**config.mk**
```make
export PLATFORM = sky130hd
export DESIGN_NAME = rem_seq_ctrl_flat
export DESIGN_NICKNAME = d
export VERILOG_FILES = /design/src/rtl/rem_seq_ctrl_if.sv /design/src/rtl/rem_seq_ctrl.sv /design/src/flat_wrapper.sv
export SDC_FILE = /design/constraint.sdc
export NUM_CORES = 1
export LEC_CHECK = 0
export ABC_CLOCK_PERIOD_IN_PS = 2100
export CORE_ASPECT_RATIO = 1.2
export CORE_UTILIZATION = 51
export CTS_BUF_LIST = sky130_fd_sc_hd__clkbuf_16
export DETAILED_ROUTE_END_ITERATION = 6
export PLACE_DENSITY = 0.81
export SYNTH_ARGS = -nofsm -noshare
export SYNTH_HDL_FRONTEND = slang
export SYNTH_SLANG_ARGS = --single-unit
export TNS_END_PERCENT = 100
```
**constraint.sdc**
```tcl
create_clock -name clk -period 2.1 [get_ports clk]
set_input_delay 0.42 -clock clk [delete_from_list [all_inputs] [get_ports clk]]
set_output_delay 0.42 -clock clk [all_outputs]
set_load 0.005 [all_outputs]
```
**src/rtl/rem_seq_ctrl_if.sv**
```systemverilog
// Handshake bundle for the sequential signed-remainder unit.
// The master drives the request and operands. The slave returns the registered result and status.
interface rem_seq_ctrl_if #(
    parameter int WIDTH = 3
);
    logic             start;
    logic [WIDTH-1:0] A;
    logic [WIDTH-1:0] B;
    logic [WIDTH-1:0] R;
    logic             busy;
    logic             done;
    logic             dz;

    modport master (output start, A, B, input  R, busy, done, dz);
    modport slave  (input  start, A, B, output R, busy, done, dz);
endinterface

```
**src/rtl/rem_seq_ctrl.sv**
```systemverilog
// Multi-cycle signed remainder R = A % B, truncated toward zero.
// Restoring division runs on the operand magnitudes and retires one dividend bit per cycle.
module rem_seq_ctrl #(
    parameter int WIDTH = 3
) (
    input  logic           clk,
    input  logic           rst_n,
    rem_seq_ctrl_if.slave  bus
);
    localparam int CW = $clog2(WIDTH + 1);

    typedef enum logic [1:0] {S_IDLE, S_CALC, S_FIX} state_t;

    state_t           r_state,  w_state_nxt;
    logic [WIDTH-1:0] r_dvd,    w_dvd_nxt;
    logic [WIDTH-1:0] r_mag_b,  w_mag_b_nxt;
    logic [WIDTH:0]   r_rem,    w_rem_nxt;
    logic [CW-1:0]    r_cnt,    w_cnt_nxt;
    logic [WIDTH-1:0] r_a_raw,  w_a_raw_nxt;
    logic             r_sign_a, w_sign_a_nxt;
    logic             r_zero,   w_zero_nxt;
    logic [WIDTH-1:0] r_r,      w_r_nxt;
    logic             r_busy,   w_busy_nxt;
    logic             r_done,   w_done_nxt;
    logic             r_dz,     w_dz_nxt;

    logic [WIDTH-1:0] w_abs_a, w_abs_b, w_mag;
    logic [WIDTH:0]   w_trial, w_div;

    // The most-negative operand negates to itself. Read as unsigned, that value is the correct magnitude.
    assign w_abs_a = bus.A[WIDTH-1] ? -bus.A : bus.A;
    assign w_abs_b = bus.B[WIDTH-1] ? -bus.B : bus.B;
    assign w_trial = (r_rem << 1) | (WIDTH+1)'(r_dvd[WIDTH-1]);
    assign w_div   = {1'b0, r_mag_b};
    assign w_mag   = r_rem[WIDTH-1:0];

    // NOTE: every next-value signal gets a default before the case statement, so no path leaves one unassigned and no latch is inferred.
    always_comb begin
        w_state_nxt  = r_state;
        w_dvd_nxt    = r_dvd;
        w_mag_b_nxt  = r_mag_b;
        w_rem_nxt    = r_rem;
        w_cnt_nxt    = r_cnt;
        w_a_raw_nxt  = r_a_raw;
        w_sign_a_nxt = r_sign_a;
        w_zero_nxt   = r_zero;
        w_r_nxt      = r_r;
        w_busy_nxt   = r_busy;
        w_done_nxt   = 1'b0;
        w_dz_nxt     = r_dz;

        case (r_state)
            S_IDLE: begin
                if (bus.start) begin
                    w_dvd_nxt    = w_abs_a;
                    w_mag_b_nxt  = w_abs_b;
                    w_rem_nxt    = '0;
                    w_cnt_nxt    = '0;
                    w_a_raw_nxt  = bus.A;
                    w_sign_a_nxt = bus.A[WIDTH-1];
                    w_zero_nxt   = (bus.B == '0);
                    w_busy_nxt   = 1'b1;
                    w_state_nxt  = S_CALC;
                end
            end
            S_CALC: begin
                w_rem_nxt = (w_trial >= w_div) ? (w_trial - w_div) : w_trial;
                w_dvd_nxt = {r_dvd[WIDTH-2:0], 1'b0};
                w_cnt_nxt = r_cnt + CW'(1);
                if (r_cnt == CW'(WIDTH - 1))
                    w_state_nxt = S_FIX;
            end
            S_FIX: begin
                if (r_zero) begin
                    w_r_nxt  = r_a_raw;
                    w_dz_nxt = 1'b1;
                end else begin
                    w_r_nxt  = r_sign_a ? -w_mag : w_mag;
                    w_dz_nxt = 1'b0;
                end
                w_done_nxt  = 1'b1;
                w_busy_nxt  = 1'b0;
                w_state_nxt = S_IDLE;
            end
            default: w_state_nxt = S_IDLE;
        endcase
    end

    // NOTE: sequential state uses non-blocking assignments only, so every register samples pre-edge values.
    always_ff @(posedge clk or negedge rst_n) begin
        if (!rst_n) begin
            r_state  <= S_IDLE;
            r_dvd    <= '0;
            r_mag_b  <= '0;
            r_rem    <= '0;
            r_cnt    <= '0;
            r_a_raw  <= '0;
            r_sign_a <= 1'b0;
            r_zero   <= 1'b0;
            r_r      <= '0;
            r_busy   <= 1'b0;
            r_done   <= 1'b0;
            r_dz     <= 1'b0;
        end else begin
            r_state  <= w_state_nxt;
            r_dvd    <= w_dvd_nxt;
            r_mag_b  <= w_mag_b_nxt;
            r_rem    <= w_rem_nxt;
            r_cnt    <= w_cnt_nxt;
            r_a_raw  <= w_a_raw_nxt;
            r_sign_a <= w_sign_a_nxt;
            r_zero   <= w_zero_nxt;
            r_r      <= w_r_nxt;
            r_busy   <= w_busy_nxt;
            r_done   <= w_done_nxt;
            r_dz     <= w_dz_nxt;
        end
    end

    assign bus.R    = r_r;
    assign bus.busy = r_busy;
    assign bus.done = r_done;
    assign bus.dz   = r_dz;
endmodule
```
**src/flat_wrapper.sv**
```systemverilog
// flat-port wrapper written by rule: the top's interface ports become plain ports
module rem_seq_ctrl_flat 
#(
    parameter int WIDTH = 3
)
  (clk, rst_n, bus_start, bus_A, bus_B, bus_R, bus_busy, bus_done, bus_dz);
  rem_seq_ctrl_if #(.WIDTH(WIDTH)) bus_i ();
  input  logic clk;
  input  logic rst_n;
  input wire logic [$bits(bus_i.start)-1:0] bus_start;
  input wire logic [$bits(bus_i.A)-1:0] bus_A;
  input wire logic [$bits(bus_i.B)-1:0] bus_B;
  output wire logic [$bits(bus_i.R)-1:0] bus_R;
  output wire logic [$bits(bus_i.busy)-1:0] bus_busy;
  output wire logic [$bits(bus_i.done)-1:0] bus_done;
  output wire logic [$bits(bus_i.dz)-1:0] bus_dz;
  assign bus_i.start = bus_start;
  assign bus_i.A = bus_A;
  assign bus_i.B = bus_B;
  assign bus_R = bus_i.R;
  assign bus_busy = bus_i.busy;
  assign bus_done = bus_i.done;
  assign bus_dz = bus_i.dz;
  rem_seq_ctrl #(.WIDTH(WIDTH)) u_core (.clk(clk), .rst_n(rst_n), .bus(bus_i));
endmodule
```
==> results of run 1 <==
-- flip-flops by register name, indices dropped and copies added (netlist names) --
signal and flops:
u_core.r_cnt 2, u_core.r_sign_a 1, u_core.bus.busy 1, u_core.r_rem 3, u_core.r_state 2, u_core.bus.dz 1, u_core.r_zero 1, u_core.r_mag_b 3
u_core.bus.R 3, u_core.r_a_raw 2, u_core.bus.done 1, u_core.r_dvd 3
-- cells in the final DEF, fill, tap and decap left out, types with 2 or more instances in the layout --
cell type / Yosys / final
dfrtp_1: 23 / 23
inv_1: 13 / 14
clkdlybuf4s50_1: 0 / 14
o21ai_0: 11 / 11
nand2_1: 8 / 8
ha_1: 7 / 7
mux2_2: 6 / 6
nand2b_1: 4 / 4
a21oi_1: 4 / 4
nor2b_1: 3 / 3
nand3b_1: 3 / 3
mux2i_1: 3 / 3
a22oi_1: 3 / 3
clkbuf_16: 0 / 3
buf_4: 0 / 3
nor2_1: 2 / 2
and2_1: 2 / 2
-- critical path, cell delays in order, from the launching register on --
cell     delay, ns
dfrtp_1       0.40
inv_1         0.07
ha_1          0.20
fa_1          0.40
nor2b_1       0.20
nor3_1        0.09
a311o_1       0.35
-- metal layers --
layer | wire length, um | vias to the layer above
met5 | 0 | -
met4 | 70 | 0
met3 | 69 | 9
met2 | 1062 | 27
met1 | 915 | 406
li1 | - | 428
-- stage by stage --
stage	hold slack (ns)	power, mW	cell area [um^2]	setup WS [ns]
6_report	0.4743	2.061	1445	0.2551
5_1_grt	0.5015	2.227	1445	0.1880
4_1_cts	0.4817	2.074	1445	0.2867
3_5_place_dp	0.4689	1.676	1366	0.2139
3_3_place_gp	0.4599	1.607	1366	0.2585
2_1_floorplan	0.1244	1.370	1181	0.4521
-- cell type report --
type / instances / area (um^2) / area share [%]
Tap cell: 30 / 37.54 / 2.597
Inverter: 13 / 48.80 / 3.377
Sequential cell: 23 / 575.6 / 39.83
Multi-Input combinational cell: 73 / 541.8 / 37.49
Clock inverter: 1 / 3.754 / 0.2597
Clock buffer: 3 / 75.07 / 5.195
Timing Repair Buffer: 17 / 162.7 / 11.26
-- how the worst min path moves through the flow --
stage               startpoint         endpoint  slack [ns]  depth (start not counted)
4_1_cts        u_core.bus.busy  u_core.bus.busy        0.48                          1
3_3_place_gp   u_core.bus.R[2]  u_core.bus.R[2]        0.46                          2
2_1_floorplan            rst_n  u_core.bus.R[0]        0.12                          0
5_1_grt        u_core.bus.busy  u_core.bus.busy        0.50                          1
6_report       u_core.bus.R[0]  u_core.bus.R[0]        0.47                          2
3_5_place_dp   u_core.bus.busy  u_core.bus.busy        0.47                          1
-- power by group --
group | internal (mW) | switching [mW] | total, mW
logic | 0.444 | 0.408 | 0.852
clock network | 0.254 | 0.141 | 0.395
registers | 0.636 | 0.177 | 0.814
-- kinds of logic after synthesis --
| group | synth area share [%] |
|---|---|
| adders and majority gates | 9.110 |
| AOI/OAI and AO/OA | 14.51 |
| buffers and inverters | 5.402 |
| and+or+nand+nor | 13.98 |
| DFF | 48.73 |
| muxes | 8.262 |
==> key figures, run 1 <==
Run status
  – Status: completed

Logic synthesis
  – Share of flip-flops with an asynchronous set or reset: 100.0%
  – Top FF cell, synth: dfrtp_1
  – Synth area leader: dfrtp_1
  – Mean area per synthesized cell: 10.55 um^2
  – Top cells by area, synth: dfrtp_1 (49%), ha_1 (7.4%), mux2_2 (5.7%)
  – Synth top area share: 48.73%
  – Commonest cells in the netlist: dfrtp_1 (23), inv_1 (13), o21ai_0 (11), nand2_1 (8), ha_1 (7)
  – Cell area after synthesis: 1181 um^2
  – Netlist cell types: 33
  – Ys Warns: 0
  – Number of synthesized flops with an enable pin: 0
  – Syn Nets: 129
  – Count leader, synth: dfrtp_1
  – Post-Syn Instances: 112
  – #FFs+latches synth: 23
  – Post-synthesis sequential area ratio: 48.73%

Clock network
  – Clock insertion delay at the later pin of the skew report: 0.25 ns
  – Clk root buf: clkbuf_16
  – Inserted Clock Buffers: 3
  – # resized after CTS: 0
  – Setup Fix Bufs, Post-CTS: 0
  – Reg clk slew, reported paths: 0.06 ns
  – CTS Hold Buffers Added: 0
  – Clock tree buffer depth: 2
  – H-tree Lvls: 1
  – Total clock sinks: 23
  – CTS tree: built

Critical path
  – Crit Path Class: flop to flop
  – Worst endpoint required time: 2.23 ns
  – Crit path launch: u_core.r_dvd[2]
  – Critical path capture point: u_core.r_rem[0]
  – Reg2Reg Setup Slack: 0.26 ns
  – FF-to-FF End: u_core.r_rem[0]
  – Reg-to-Reg Start: u_core.r_dvd[2]
  – Arrival time worst endpoint: 1.98 ns
  – Setup crit end kind: flop
  – Worst-path maximum fanout: 4
  – Worst r2r path cells: 6
  – CP Launch Type: flop

Placement
  – GPL Wtd Cong: 0.9118
  – Port bufs: 14
  – Number of placed instances, taps included: 156
  – Post-detail-place hpwl: 1669 um

Power
  – Pwr dens: 1426 nW/um^2
  – VDD IR max: 0.8881 mV
  – LEAKAGE: 0.6570 nW

GRT
  – Total gr overflow: 0
  – M2 GR Usage: 33.33%
  – Largest net degree at the start of global routing: 24
  – GRT Total Usage: 19.57%
  – Vias in the first global route: 810
  – M1 GR Usage: 22.80%
  – Layer with the highest usage: met2
  – Grt met3 use: 2.970%
  – Initial antenna violation count: 0
  – Global-route wire length before repair: 3381 um

Finish
  – Antenna diode count: 0
  – Post-route insts no fill: 160
  – Final net count: 148
  – Layout fillers: 179
  – Fraction of layout cells with a size suffix above 1: 10.00%
  – Layout overhead on the synthesized area: 22.35%
  – Finished Core Util: 68.26%

Detailed routing
  – Final WL: 2117 um
  – Antenna Violating Nets Remaining: 0
  – DR WL/cell: 13.23 um
  – DRT iter0 DRCs: 21
  – Vias/cell: 5.438
  – # DRC: 0
  – DR vias: 870
  – Drt pass-1 iters: 4

Die
  – Die Area: 2513 um^2
  – # IOs: 15
  – Die width: 45.93 um
  – Row count: 18
  – Die Height: 54.72 um
  – Starting Density: 55.79%
  – Core footprint: 2117 um^2

STA
  – Period utilization: 87.85%
  – Final setup fails: 0
  – Final Hold Fails: 0
  – RSZ-0062 raised after global routing: no
  – Slew Limit Fails: 0
  – Setup TNS Final: 0 ns
  – Max-Slew Margin vs Limit: 66.33%
  – Min cycle time layout: 1.845 ns
  – F_max: 0.5420 GHz
  – Tightest Pin Transition: 0.5039 ns
  – Clk_skew: 0.001227 ns

Min path
  – Min-delay worst type: flop to flop

Flow run
  – Max-Cap Viols: 0
(Power assumes the default switching activity.)
==> inputs of run 2 (changes only) <==
--- a/config.mk
+++ b/config.mk
@@ -5,12 +5,12 @@
 export SDC_FILE = /design/constraint.sdc
 export NUM_CORES = 1
 export LEC_CHECK = 0
-export ABC_CLOCK_PERIOD_IN_PS = 2100
 export CORE_ASPECT_RATIO = 1.2
 export CORE_UTILIZATION = 51
 export CTS_BUF_LIST = sky130_fd_sc_hd__clkbuf_16
 export DETAILED_ROUTE_END_ITERATION = 6
 export PLACE_DENSITY = 0.81
+export SKIP_CTS_REPAIR_TIMING = 1
 export SYNTH_ARGS = -nofsm -noshare
 export SYNTH_HDL_FRONTEND = slang
 export SYNTH_SLANG_ARGS = --single-unit
==> results of run 2 <==
No change in the layout: final DEF, timing and power equal those of run 1.
==> inputs of run 3 (changes only) <==
--- a/config.mk
+++ b/config.mk
@@ -9,7 +9,7 @@
 export CORE_UTILIZATION = 51
 export CTS_BUF_LIST = sky130_fd_sc_hd__clkbuf_16
 export DETAILED_ROUTE_END_ITERATION = 6
-export PLACE_DENSITY = 0.81
+export PLACE_DENSITY = 0.72
 export SKIP_CTS_REPAIR_TIMING = 1
 export SYNTH_ARGS = -nofsm -noshare
 export SYNTH_HDL_FRONTEND = slang
==> key figures, run 3 (same netlist as run 1, synthesis figures left out) <==
Min path
  – Hold path depth: 1 (was 2)
  – Min-delay worst type: flop to flop (unchanged)
  – Hold Startpoint: u_core.bus.busy (was u_core.bus.R[0])

Finish
  – Layout fillers: 185 (was 179)
  – Antenna diode count: 0 (unchanged)
  – Most frequent cells in the layout: dfrtp_1 (23), inv_1 (14), clkdlybuf4s50_1 (14) (unchanged)
  – Commonest non-fill, non-tap cell in the layout: dfrtp_1 (unchanged)
  – Layout overhead on the synthesized area: 22.99% (was 22.35%)
  – Final net count: 149 (was 148)
  – Fraction of layout cells with a size suffix above 1: 10.69% (was 10.00%)
  – Finished Core Util: 68.62% (was 68.26%)
  – Design area: 1453 um^2 (was 1445 um^2)

STA
  – Setup TNS Final: 0 ns (unchanged)
  – Clk_skew: 0.002839 ns (was 0.001227 ns)
  – Final Hold Fails: 0 (unchanged)
  – RSZ-0062 raised after global routing: no (unchanged)
  – Period utilization: 90.81% (was 87.85%)
  – Min cycle time layout: 1.907 ns (was 1.845 ns)
  – Tightest Pin Transition: 0.5791 ns (was 0.5039 ns)
  – Final setup fails: 0 (unchanged)
  – Setup WS post-layout: 0.1929 ns (was 0.2551 ns)
  – F_max: 0.5244 GHz (was 0.5420 GHz)
  – Max-Slew Margin vs Limit: 61.32% (was 66.33%)
  – Slew Limit Fails: 0 (unchanged)

Die
  – Die Height: 54.72 um (unchanged)
  – Starting Density: 55.79% (unchanged)
  – Row count: 18 (unchanged)
  – # IOs: 15 (unchanged)
  – Die Area: 2513 um^2 (unchanged)
  – Core footprint: 2117 um^2 (unchanged)
  – Die width: 45.93 um (unchanged)

Detailed routing
  – Antenna Violating Nets Remaining: 0 (unchanged)
  – Final WL: 2205 um (was 2117 um)
  – Metal3 WL: 66 um (was 69 um)
  – Met2 wire length: 1101 um (was 1062 um)
  – Max layer used: met4 (unchanged)
  – DRT iter0 DRCs: 19 (was 21)
  – Drt pass-1 iters: 4 (unchanged)
  – # DRC: 0 (unchanged)
  – Vias/cell: 5.398 (was 5.438)
  – Wire length on met1: 1017 um (was 915 um)
  – DR WL/cell: 13.70 um (was 13.23 um)
  – DR vias: 869 (was 870)

Power
  – VDD IR max: 0.8255 mV (was 0.8881 mV)
  – Pwr dens: 1431 nW/um^2 (was 1426 nW/um^2)
  – LEAKAGE: 0.6622 nW (was 0.6570 nW)
  – Pwr Total: 2.079 mW (was 2.061 mW)

Critical path
  – Crit path launch: u_core.r_dvd[2] (unchanged)
  – Worst endpoint required time: 2.23 ns (about the same)
  – Crit Path Class: flop to flop (unchanged)
  – Reg2Reg Setup Slack: 0.19 ns (was 0.26 ns)
  – Worst-path maximum fanout: 4 (unchanged)
  – CP Launch Type: flop (unchanged)
  – Setup crit end kind: flop (unchanged)
  – Worst r2r path cells: 6 (unchanged)
  – Reg-to-Reg Start: u_core.r_dvd[2] (unchanged)
  – Arrival time worst endpoint: 2.04 ns (was 1.98 ns)

Run status
  – Status: completed (unchanged)

Flow run
  – Max-Cap Viols: 0 (unchanged)

Clock network
  – H-tree Lvls: 1 (unchanged)
  – Inserted Clock Buffers: 3 (unchanged)
  – Clock insertion delay at the later pin of the skew report: 0.25 ns (about the same)
  – CTS tree: built (unchanged)
  – Clock tree buffer depth: 2 (unchanged)
  – Clk root buf: clkbuf_16 (unchanged)
  – Total clock sinks: 23 (unchanged)
  – Reg clk slew, reported paths: 0.06 ns (about the same)

Placement
  – Placement Setup Slack: 0.1874 ns (was 0.2139 ns)
  – Post-detail-place hpwl: 1640 um (was 1669 um)
  – Placed inst area: 1374 um^2 (was 1366 um^2)
  – GPL Wtd Cong: 0.8989 (was 0.9118)
  – Port bufs: 14 (unchanged)

GRT
  – Largest net degree at the start of global routing: 24 (unchanged)
  – Global-route wire length before repair: 3601 um (was 3381 um)
  – Initial antenna violation count: 0 (unchanged)
  – Total gr overflow: 0 (unchanged)
  – Vias in the first global route: 814 (was 810)
  – GRT Total Usage: 20.26% (was 19.57%)
## run 3: cell count changes in the layout (fill, tap and decap cells not counted), sizes merged
cell,change
buf,+1
## run 3: per-stage QoR
stage | cells | hold slack, ns
after detailed placement | 157 | 0.4664
final | 161 | 0.4738
after global placement | 157 | 0.4595
after global routing | 161 | 0.4931
after floorplan | 112 | 0.1244
after CTS | 161 | 0.4798
## run 3: worst paths after layout
kind | endpoint
setup / recovery | u_core.r_rem[0]
hold / removal | u_core.bus.busy
setup reg to reg | u_core.r_rem[0]
hold reg to reg | u_core.bus.busy
max in group asynchronous | u_core.r_dvd[0]
min in group asynchronous | u_core.r_sign_a
## run 3: where the power goes
group | switching (mW) | internal [mW] | total [mW]
logic | 0.415 | 0.453 | 0.868
clock network | 0.139 | 0.253 | 0.392
registers | 0.183 | 0.636 | 0.819
## run 3: area by class of cell
cell class	instances	area [um^2]	area share, %
Clock inverter	1	3.754	0.2584
Clock buffer	3	75.07	5.168
Sequential cell	23	575.6	39.62
Tap cell	30	37.54	2.584
Multi-Input combinational cell	73	541.8	37.30
Timing Repair Buffer	18	170.2	11.71
Inverter	13	48.80	3.359
## run 3: routing by layer
layer | up-vias | global-route usage [%]
met1 | 416 | 26.57
met3 | 4 | 2.970
met2 | 21 | 33.80
met4 | 0 | 6.863
met5 | - | 0
li1 | 428 | -
## run 3: worst max-delay path, cell delays in order (launching register included)
cell and delay (ns):
dfrtp_1 0.42, inv_1 0.06, ha_1 0.19, fa_1 0.41, nor2b_1 0.22, nor3_1 0.11
a311o_1 0.37
